File: src/rtl/ex_wb_arbiter.sv
// ex_wb_arbiter: schedules the two EX writeback lanes among ALU lane 0,
// ALU lane 1, the MDU and the FPU, and registers the winners into writeback.
// The MDU prefers lane 1. The FPU only ever uses lane 0. A round-robin pointer
// decides when both units contend for lane 0. Per-unit starvation counters
// raise issue_stall_x so that a long-latency result can win a lane.
// Optional feature macro: EX_WB_ARB_PERF_EN adds the perf_conflict_cnt output.
module ex_wb_arbiter #(
    parameter int DATA_WIDTH   = 64,
    parameter int RD_WIDTH     = 5,
    parameter int STARVE_LIMIT = 8
) (
    input  logic                  clk,
    input  logic                  rst,
    input  logic                  flush,
    input  logic                  alu_valid_0,
    input  logic [DATA_WIDTH-1:0] alu_data_0,
    input  logic [RD_WIDTH-1:0]   alu_rd_0,
    input  logic                  alu_valid_1,
    input  logic [DATA_WIDTH-1:0] alu_data_1,
    input  logic [RD_WIDTH-1:0]   alu_rd_1,
    input  logic                  mdu_valid,
    input  logic [DATA_WIDTH-1:0] mdu_data,
    input  logic [RD_WIDTH-1:0]   mdu_rd,
    output logic                  mdu_ready,
    input  logic                  fpu_valid,
    input  logic [DATA_WIDTH-1:0] fpu_data,
    input  logic [RD_WIDTH-1:0]   fpu_rd,
    output logic                  fpu_ready,
    output logic                  issue_stall_0,
    output logic                  issue_stall_1,
    output logic                  wb_valid_0,
    output logic [DATA_WIDTH-1:0] wb_data_0,
    output logic [RD_WIDTH-1:0]   wb_rd_0,
    output logic [1:0]            wb_src_0,
    output logic                  wb_valid_1,
    output logic [DATA_WIDTH-1:0] wb_data_1,
    output logic [RD_WIDTH-1:0]   wb_rd_1,
    output logic [1:0]            wb_src_1
`ifdef EX_WB_ARB_PERF_EN
    ,
    output logic [31:0]           perf_conflict_cnt
`endif
);

    typedef enum logic [1:0] {
        SRC_NONE = 2'b00,
        SRC_ALU  = 2'b01,
        SRC_MDU  = 2'b10,
        SRC_FPU  = 2'b11
    } src_e;

    localparam logic [7:0] LIMIT = 8'(STARVE_LIMIT);

    logic                  rr_ptr;       // 0 = FPU favoured, 1 = MDU favoured
    logic [7:0]            mdu_cnt, fpu_cnt;
    logic [7:0]            mdu_cnt_nxt, fpu_cnt_nxt;
    logic                  conflict, conflict_gnt, fpu_wins;
    logic                  mdu_gnt_0, mdu_gnt_1, fpu_gnt_0;
    logic                  mdu_hs, fpu_hs;
    logic                  nxt_valid_0, nxt_valid_1;
    logic [DATA_WIDTH-1:0] nxt_data_0, nxt_data_1;
    logic [RD_WIDTH-1:0]   nxt_rd_0, nxt_rd_1;
    logic [1:0]            nxt_src_0, nxt_src_1;

    // Lane grants. A starving FPU overrides the round-robin pointer on lane 0.
    always_comb begin
        conflict     = mdu_valid && fpu_valid && alu_valid_1 && !alu_valid_0;
        fpu_wins     = issue_stall_0 || !rr_ptr;
        conflict_gnt = conflict && !flush;
        mdu_gnt_1    = !flush && mdu_valid && !alu_valid_1;
        fpu_gnt_0    = !flush && fpu_valid && !alu_valid_0 && (!conflict || fpu_wins);
        mdu_gnt_0    = !flush && mdu_valid && alu_valid_1 && !alu_valid_0 && !fpu_gnt_0;
        mdu_ready    = mdu_gnt_0 || mdu_gnt_1;
        fpu_ready    = fpu_gnt_0;
        mdu_hs       = mdu_valid && mdu_ready;
        fpu_hs       = fpu_valid && fpu_ready;
        mdu_cnt_nxt  = '0;
        fpu_cnt_nxt  = '0;
        if (mdu_valid && !mdu_ready) begin
            mdu_cnt_nxt = (mdu_cnt == 8'hFF) ? mdu_cnt : mdu_cnt + 8'd1;
        end
        if (fpu_valid && !fpu_ready) begin
            fpu_cnt_nxt = (fpu_cnt == 8'hFF) ? fpu_cnt : fpu_cnt + 8'd1;
        end
    end

    // Next writeback contents per lane; ALU always owns its own lane.
    always_comb begin
        nxt_valid_0 = 1'b0;
        nxt_data_0  = '0;
        nxt_rd_0    = '0;
        nxt_src_0   = SRC_NONE;
        nxt_valid_1 = 1'b0;
        nxt_data_1  = '0;
        nxt_rd_1    = '0;
        nxt_src_1   = SRC_NONE;
        if (!flush) begin
            if (alu_valid_0) begin
                nxt_valid_0 = 1'b1;
                nxt_data_0  = alu_data_0;
                nxt_rd_0    = alu_rd_0;
                nxt_src_0   = SRC_ALU;
            end else if (fpu_gnt_0) begin
                nxt_valid_0 = 1'b1;
                nxt_data_0  = fpu_data;
                nxt_rd_0    = fpu_rd;
                nxt_src_0   = SRC_FPU;
            end else if (mdu_gnt_0) begin
                nxt_valid_0 = 1'b1;
                nxt_data_0  = mdu_data;
                nxt_rd_0    = mdu_rd;
                nxt_src_0   = SRC_MDU;
            end
            if (alu_valid_1) begin
                nxt_valid_1 = 1'b1;
                nxt_data_1  = alu_data_1;
                nxt_rd_1    = alu_rd_1;
                nxt_src_1   = SRC_ALU;
            end else if (mdu_gnt_1) begin
                nxt_valid_1 = 1'b1;
                nxt_data_1  = mdu_data;
                nxt_rd_1    = mdu_rd;
                nxt_src_1   = SRC_MDU;
            end
        end
    end

    // Writeback pipeline register.
    always_ff @(posedge clk or posedge rst) begin
        if (rst) begin
            wb_valid_0 <= 1'b0;
            wb_data_0  <= '0;
            wb_rd_0    <= '0;
            wb_src_0   <= SRC_NONE;
            wb_valid_1 <= 1'b0;
            wb_data_1  <= '0;
            wb_rd_1    <= '0;
            wb_src_1   <= SRC_NONE;
        end else begin
            wb_valid_0 <= nxt_valid_0;
            wb_data_0  <= nxt_data_0;
            wb_rd_0    <= nxt_rd_0;
            wb_src_0   <= nxt_src_0;
            wb_valid_1 <= nxt_valid_1;
            wb_data_1  <= nxt_data_1;
            wb_rd_1    <= nxt_rd_1;
            wb_src_1   <= nxt_src_1;
        end
    end

    // Round-robin pointer moves to the loser after each contended grant.
    always_ff @(posedge clk or posedge rst) begin
        if (rst) begin
            rr_ptr <= 1'b0;
        end else if (conflict_gnt) begin
            rr_ptr <= fpu_wins;
        end
    end

    // Starvation counters and sticky issue stalls (released by the handshake).
    always_ff @(posedge clk or posedge rst) begin
        if (rst) begin
            mdu_cnt       <= '0;
            fpu_cnt       <= '0;
            issue_stall_0 <= 1'b0;
            issue_stall_1 <= 1'b0;
        end else if (flush) begin
            mdu_cnt       <= '0;
            fpu_cnt       <= '0;
            issue_stall_0 <= 1'b0;
            issue_stall_1 <= 1'b0;
        end else begin
            mdu_cnt <= mdu_cnt_nxt;
            fpu_cnt <= fpu_cnt_nxt;
            if (fpu_hs) begin
                issue_stall_0 <= 1'b0;
            end else if (fpu_cnt_nxt >= LIMIT) begin
                issue_stall_0 <= 1'b1;
            end
            if (mdu_hs) begin
                issue_stall_1 <= 1'b0;
            end else if (mdu_cnt_nxt >= LIMIT) begin
                issue_stall_1 <= 1'b1;
            end
        end
    end

`ifdef EX_WB_ARB_PERF_EN
    // Cycles lost to lane contention or requested bubbles; flush leaves it alone.
    always_ff @(posedge clk or posedge rst) begin
        if (rst) begin
            perf_conflict_cnt <= '0;
        end else if (conflict_gnt || issue_stall_0 || issue_stall_1) begin
            perf_conflict_cnt <= perf_conflict_cnt + 32'd1;
        end
    end
`endif

endmodule

File: config.mk
export PLATFORM = sky130hd
export DESIGN_NAME = ex_wb_arbiter
export DESIGN_NICKNAME = d
export VERILOG_FILES = /design/src/rtl/ex_wb_arbiter.sv
export SDC_FILE = /design/constraint.sdc
export NUM_CORES = 1
export LEC_CHECK = 0
export CORE_AREA = 2 2 165 167
export CTS_BUF_LIST = sky130_fd_sc_hd__clkbuf_2
export DETAILED_ROUTE_END_ITERATION = 12
export DIE_AREA = 0 0 167 169
export PLACE_DENSITY = 0.74
export SYNTH_ARGS = -nofsm -noshare
export SYNTH_HDL_FRONTEND = slang
export SYNTH_SLANG_ARGS = --single-unit
File: constraint.sdc
create_clock -name clk -period 5.6 [get_ports clk]
set_clock_uncertainty 0.2 [all_clocks]
set_input_delay 1.12 -clock clk [delete_from_list [all_inputs] [get_ports clk]]
set_output_delay 1.12 -clock clk [all_outputs]
set_load 0.05 [all_outputs]
=== Word-level counts from Yosys, hierarchy flattened ===
Cells that the tools add are included.

* Memories kept: 0
* Output and inout port bits: 148
* Memory bits (read-only): 0
* Word-level logic and storage cells: 87
* Bits in writable memories: 0
* Bits of input ports: 283
* Register bits: 163
* Bits in latches: 0

* Muxes and demuxes: 40
* $lt $le $gt $ge: 2
* $add $sub $neg: 2
* $mul: 0
* Equality and inequality tests: 2
* Bitwise operators: 0
* Shifts and indexed selects: 0
* Divide/modulo/power cells: 0
* Reductions and logical operators: 28

{| class="wikitable"
|+ Operators with widths
! operator !! count
|-
| $mux 64 || 7
|-
| $mux 8 || 6
|-
| $mux 5 || 7
|-
| $add 8x1->8 const B || 2
|-
| $eq 8x8->1 const B || 2
|-
| $ge 8x4->1 const B || 2
|-
| $logic_and 1x1->1 || 16
|-
| $mux 2 || 7
|-
| $mux 1 || 13
|-
| $logic_not 1->1 || 7
|-
| $reduce_bool 3->1 || 2
|-
| $logic_or 1x1->1 || 3
|}

=== Longest topological paths before layout ===
* Depth in word-level cells: 16
* Depth in mapped cells: 7
* Gate-level depth less buffers: 5

=== Worst setup path after synthesis ===
No wires, ideal clock.

* Path kind: input port to output port
* Start point: in fpu_valid
* End point: out mdu_ready
* Data required time: 4.280 ns
* Buffers on the path: 1
* Setup slack: 2.058 ns
* Stages: 3
* Data arrival time: 2.222 ns
* Path through: buf_6 -> a21o_1 -> a21oi_1

* Longest elaborated chain between the ends: 9
* Elaborated cells on any way between the ends: 11
* Classes of those cells: reduce/logical: 11

{| class="wikitable"
|+ RTL lines
! what !! RTL line !! text
|-
| start, declared || 25 || <nowiki>input logic fpu_valid,</nowiki>
|-
| $logic_and 1x1->1 (3 in series) || 67 || <nowiki>conflict = mdu_valid && fpu_valid && alu_valid_1 && !alu_valid_0;</nowiki>
|-
| $logic_not 1->1 || 71 || <nowiki>fpu_gnt_0 = !flush && fpu_valid && !alu_valid_0 && (!conflict || fpu_wins);</nowiki>
|-
| $logic_or 1x1->1 || 71 ||
|-
| $logic_and 1x1->1 * || 71 ||
|-
| $logic_not 1->1 * || 72 || <nowiki>mdu_gnt_0 = !flush && mdu_valid && alu_valid_1 && !alu_valid_0 && !fpu_gnt_0;</nowiki>
|-
| $logic_and 1x1->1 * || 72 ||
|-
| $logic_or 1x1->1 * || 73 || <nowiki>mdu_ready = mdu_gnt_0 || mdu_gnt_1;</nowiki>
|-
| end, declared || 24 || <nowiki>output logic mdu_ready,</nowiki>
|}

Every way passes the cells marked *; elsewhere a longest branch is shown, timed or not.

=== Worst setup path after layout ===
* Start point: in fpu_valid
* End point: out fpu_ready

* Longest elaborated chain between the ends: 6
* Elaborated cells on any way between the ends: 8
* Classes of those cells: reduce/logical: 8

{| class="wikitable"
|+ RTL lines
! what !! RTL line !! text
|-
| $logic_and 1x1->1 (3 in series) || 67 ||
|-
| $logic_not 1->1 || 71 ||
|-
| $logic_or 1x1->1 || 71 ||
|-
| $logic_and 1x1->1 * || 71 ||
|-
| end, declared || 28 || <nowiki>output logic fpu_ready,</nowiki>
|}

Marked as above.

==> impl_metrics.ini <==
[outcome]
status = complete, no violations

[timing]
tightest_slew_ns = 0.947
finalMaxSlewViolations = 0
rsz0062_at_grt = no
slew-limit-headroom = 0.367
setup_viol = 0
fin_setup_tns_ns = 0
layout_min_cycle_time_ns = 4.41
hold_violations = 0
fmax_ghz = 0.227
post-route-period-util = 0.788

[cells_and_area]
filler_cell_count = 2393
area_delta_synth_final_pct = 59.6
fin_nets = 1290
drive_above_1_share = 0.180
fin_cells = 1359

[critical_path]
worst-endpoint-required_ns = 4.28
arrival_ns = 3.09
critical_path_class = input port to primary output
startpoint_type = input port
critPathMaxFanout = 7
crit_path_end_kind = primary output

[power]
switchingPower_mw = 0.957
powerDensity_nw_per_um2 = 217
comb_power_share = 0.306
swShare = 0.351
p_seq_frac = 0.462
ir_drop_v = 0.000105
p_leak_nw = 5.10
p_int_mw = 1.77
p_clk_frac = 0.233

[drt]
drt_iter0_drc = 489
wirelength_um = 29600
firstDrtPassIters = 4
drc = 0
dr_total_vias = 6732
wl_per_cell_um = 21.7
vias_per_cell = 4.95
ant_nets = 0

[synthesis]
netlist.area_leader.share = 0.517
async_flop_share = 1.00
syn-cell-area_um2 = 7890
synth_compound_area_frac = 0.238
synth_mux_area_frac = 0.00254
synth_simple_gate_area_share = 0.183
synth_fp_nets = 890
synth-edff-count = 0
ys_warn_count = 0
yosys-top-cells-count = dfrtp_1, nor2b_1, a22o_1, a221oi_2, nor3_2
synth_top_family_by_area = compound AO/OA/AOI/OAI gates
synth_area_leaders = dfrtp_1, a221oi_2, nor3_2
yosysSeqAreaShare = 0.517
synthXorXnorAreaFrac = 0.00666
synth_ff_type = dfrtp_1
synthMostInstantiatedCell = dfrtp_1
synth_cells = 605
ys_ff_latch = 163
synth_top_cell_by_area = dfrtp_1
avgSynthCellArea_um2 = 13.0
synth_fa_ha_area_frac = 0.00317
synth_cell_type_count = 44

[global_routing]
grt_pass1_wl_um = 43100
grt_max_degree = 164
track_usage = 0.201
antenna_found_initial = 1
grt_pass1_vias = 6920
grt-ovfl-total = 0

[floorplanning]
dieArea_um2 = 28200
die_h_um = 169
start_util = 0.298
die_w_um = 167
io_pins = 431
rows = 60
core_um2 = 26500

[cts]
ctsHtreeMaxLevel = 4
cts_tree = built
cts_setup_buffers = 0
hold_buffers = 0
clkTransAtPathRegs_ns = 0.29
cts.sinks = 163
insertion_delay_ns = 0.72
cts-root-buf = clkbuf_2
cts_buffers = 17
cts_buffer_depth = 2
cts_resized = 0

[run]
drv_cap = 0

[place]
port_buffers = 430
dp_hpwl_um = 21400
dp.cells = 1327
place_congestion = 0.861

[worst_hold_path]
min_path_type = flop to flop
==> routing by layer <==
layer | vias to the layer above | part of all wire | GRT usage
li1 | 3087 | - | -
met1 | 3355 | 0.41 | 0.244
met2 | 251 | 0.50 | 0.345
met3 | 39 | 0.063 | 0.0556
met4 | 0 | 0.025 | 0.0648
met5 | - | 0 | 0
==> cells in the final DEF (no fill, tap or decap), drive strengths merged, types with 5 or more instances in the layout <==
cell           count
nor2b             71
a22o              69
a221oi            69
nand4              5
nand2              6
dfrtp            163
clkdlybuf4s50    428
inv                9
nand3              6
nor3              72
clkbuf            17
a211oi             9
a21oi             10
buf               12
nor2              20
==> sequential cells by signal (all words and copies together), names as in the netlist, 2 cells and up <==
signal     flops
mdu_cnt        8
wb_rd_0        5
wb_src_1       2
wb_data_0     64
wb_rd_1        5
wb_data_1     64
wb_src_0       2
fpu_cnt        8
==> metrics by stage <==
step | instance area (um2) | hold WS [ns] | util | power, mW | setup WS (ns)
2_1_floorplan | 7890 | 0.289 | - | 1.71 | 2.06
3_3_place_gp | 12400 | 0.309 | 0.467 | 2.11 | 1.19
3_5_place_dp | 12400 | 0.327 | 0.467 | 2.12 | 1.18
4_1_cts | 12600 | 0.369 | 0.475 | 2.76 | 1.18
5_1_grt | 12600 | 0.374 | 0.475 | 2.85 | 1.13
6_report | 12600 | 0.373 | 0.475 | 2.73 | 1.19
==> final timing paths <==
path / from / end / slack (ns) / cells after the start
setup / recovery: fpu_valid / fpu_ready / 1.19 / 4
hold / removal: fpu_cnt[7] / fpu_cnt[1] / 0.37 / 2
setup reg to reg: issue_stall_0 / wb_data_0[63] / 2.62 / 6
hold reg to reg: fpu_cnt[7] / fpu_cnt[1] / 0.37 / 2
max in group asynchronous: rst / wb_data_0[45] / 3.74 / 3
min in group asynchronous: rst / wb_data_1[16] / 0.76 / 3
==> critical path, cell delays in order <==
cell	delay [ns]
clkdlybuf4s50_1	0.70
nand2b_4	0.09
a311oi_4	0.27
clkdlybuf4s50_1	0.91
==> power groups by stage <==
stage	clock [mW]	combinational [mW]	sequential (mW)
floorplan	0	0.212	1.50
CTS	0.665	0.839	1.26
global route	0.713	0.871	1.27
global placement	0	0.831	1.28
finish	0.635	0.834	1.26
detailed placement	0	0.836	1.28
==> logic make-up after synthesis <==
family          Yosys count
mux                       2
xor+xnor                  6
flops                   163
simple gates            196
compound gates          172
buf+inv                  64
fa+ha+maj                 2
==> cell type report <==
cell class	instances	area, um2	share of cell area
Antenna cell	2	5.00	0.000398
Clock buffer	17	85.1	0.00676
Clock inverter	13	129	0.0102
Inverter	5	22.5	0.00179
Multi-Input combinational cell	378	3430	0.273
Sequential cell	163	4080	0.324
Tap cell	341	427	0.0339
Timing Repair Buffer	440	4400	0.350
(Power assumes the default switching activity.)
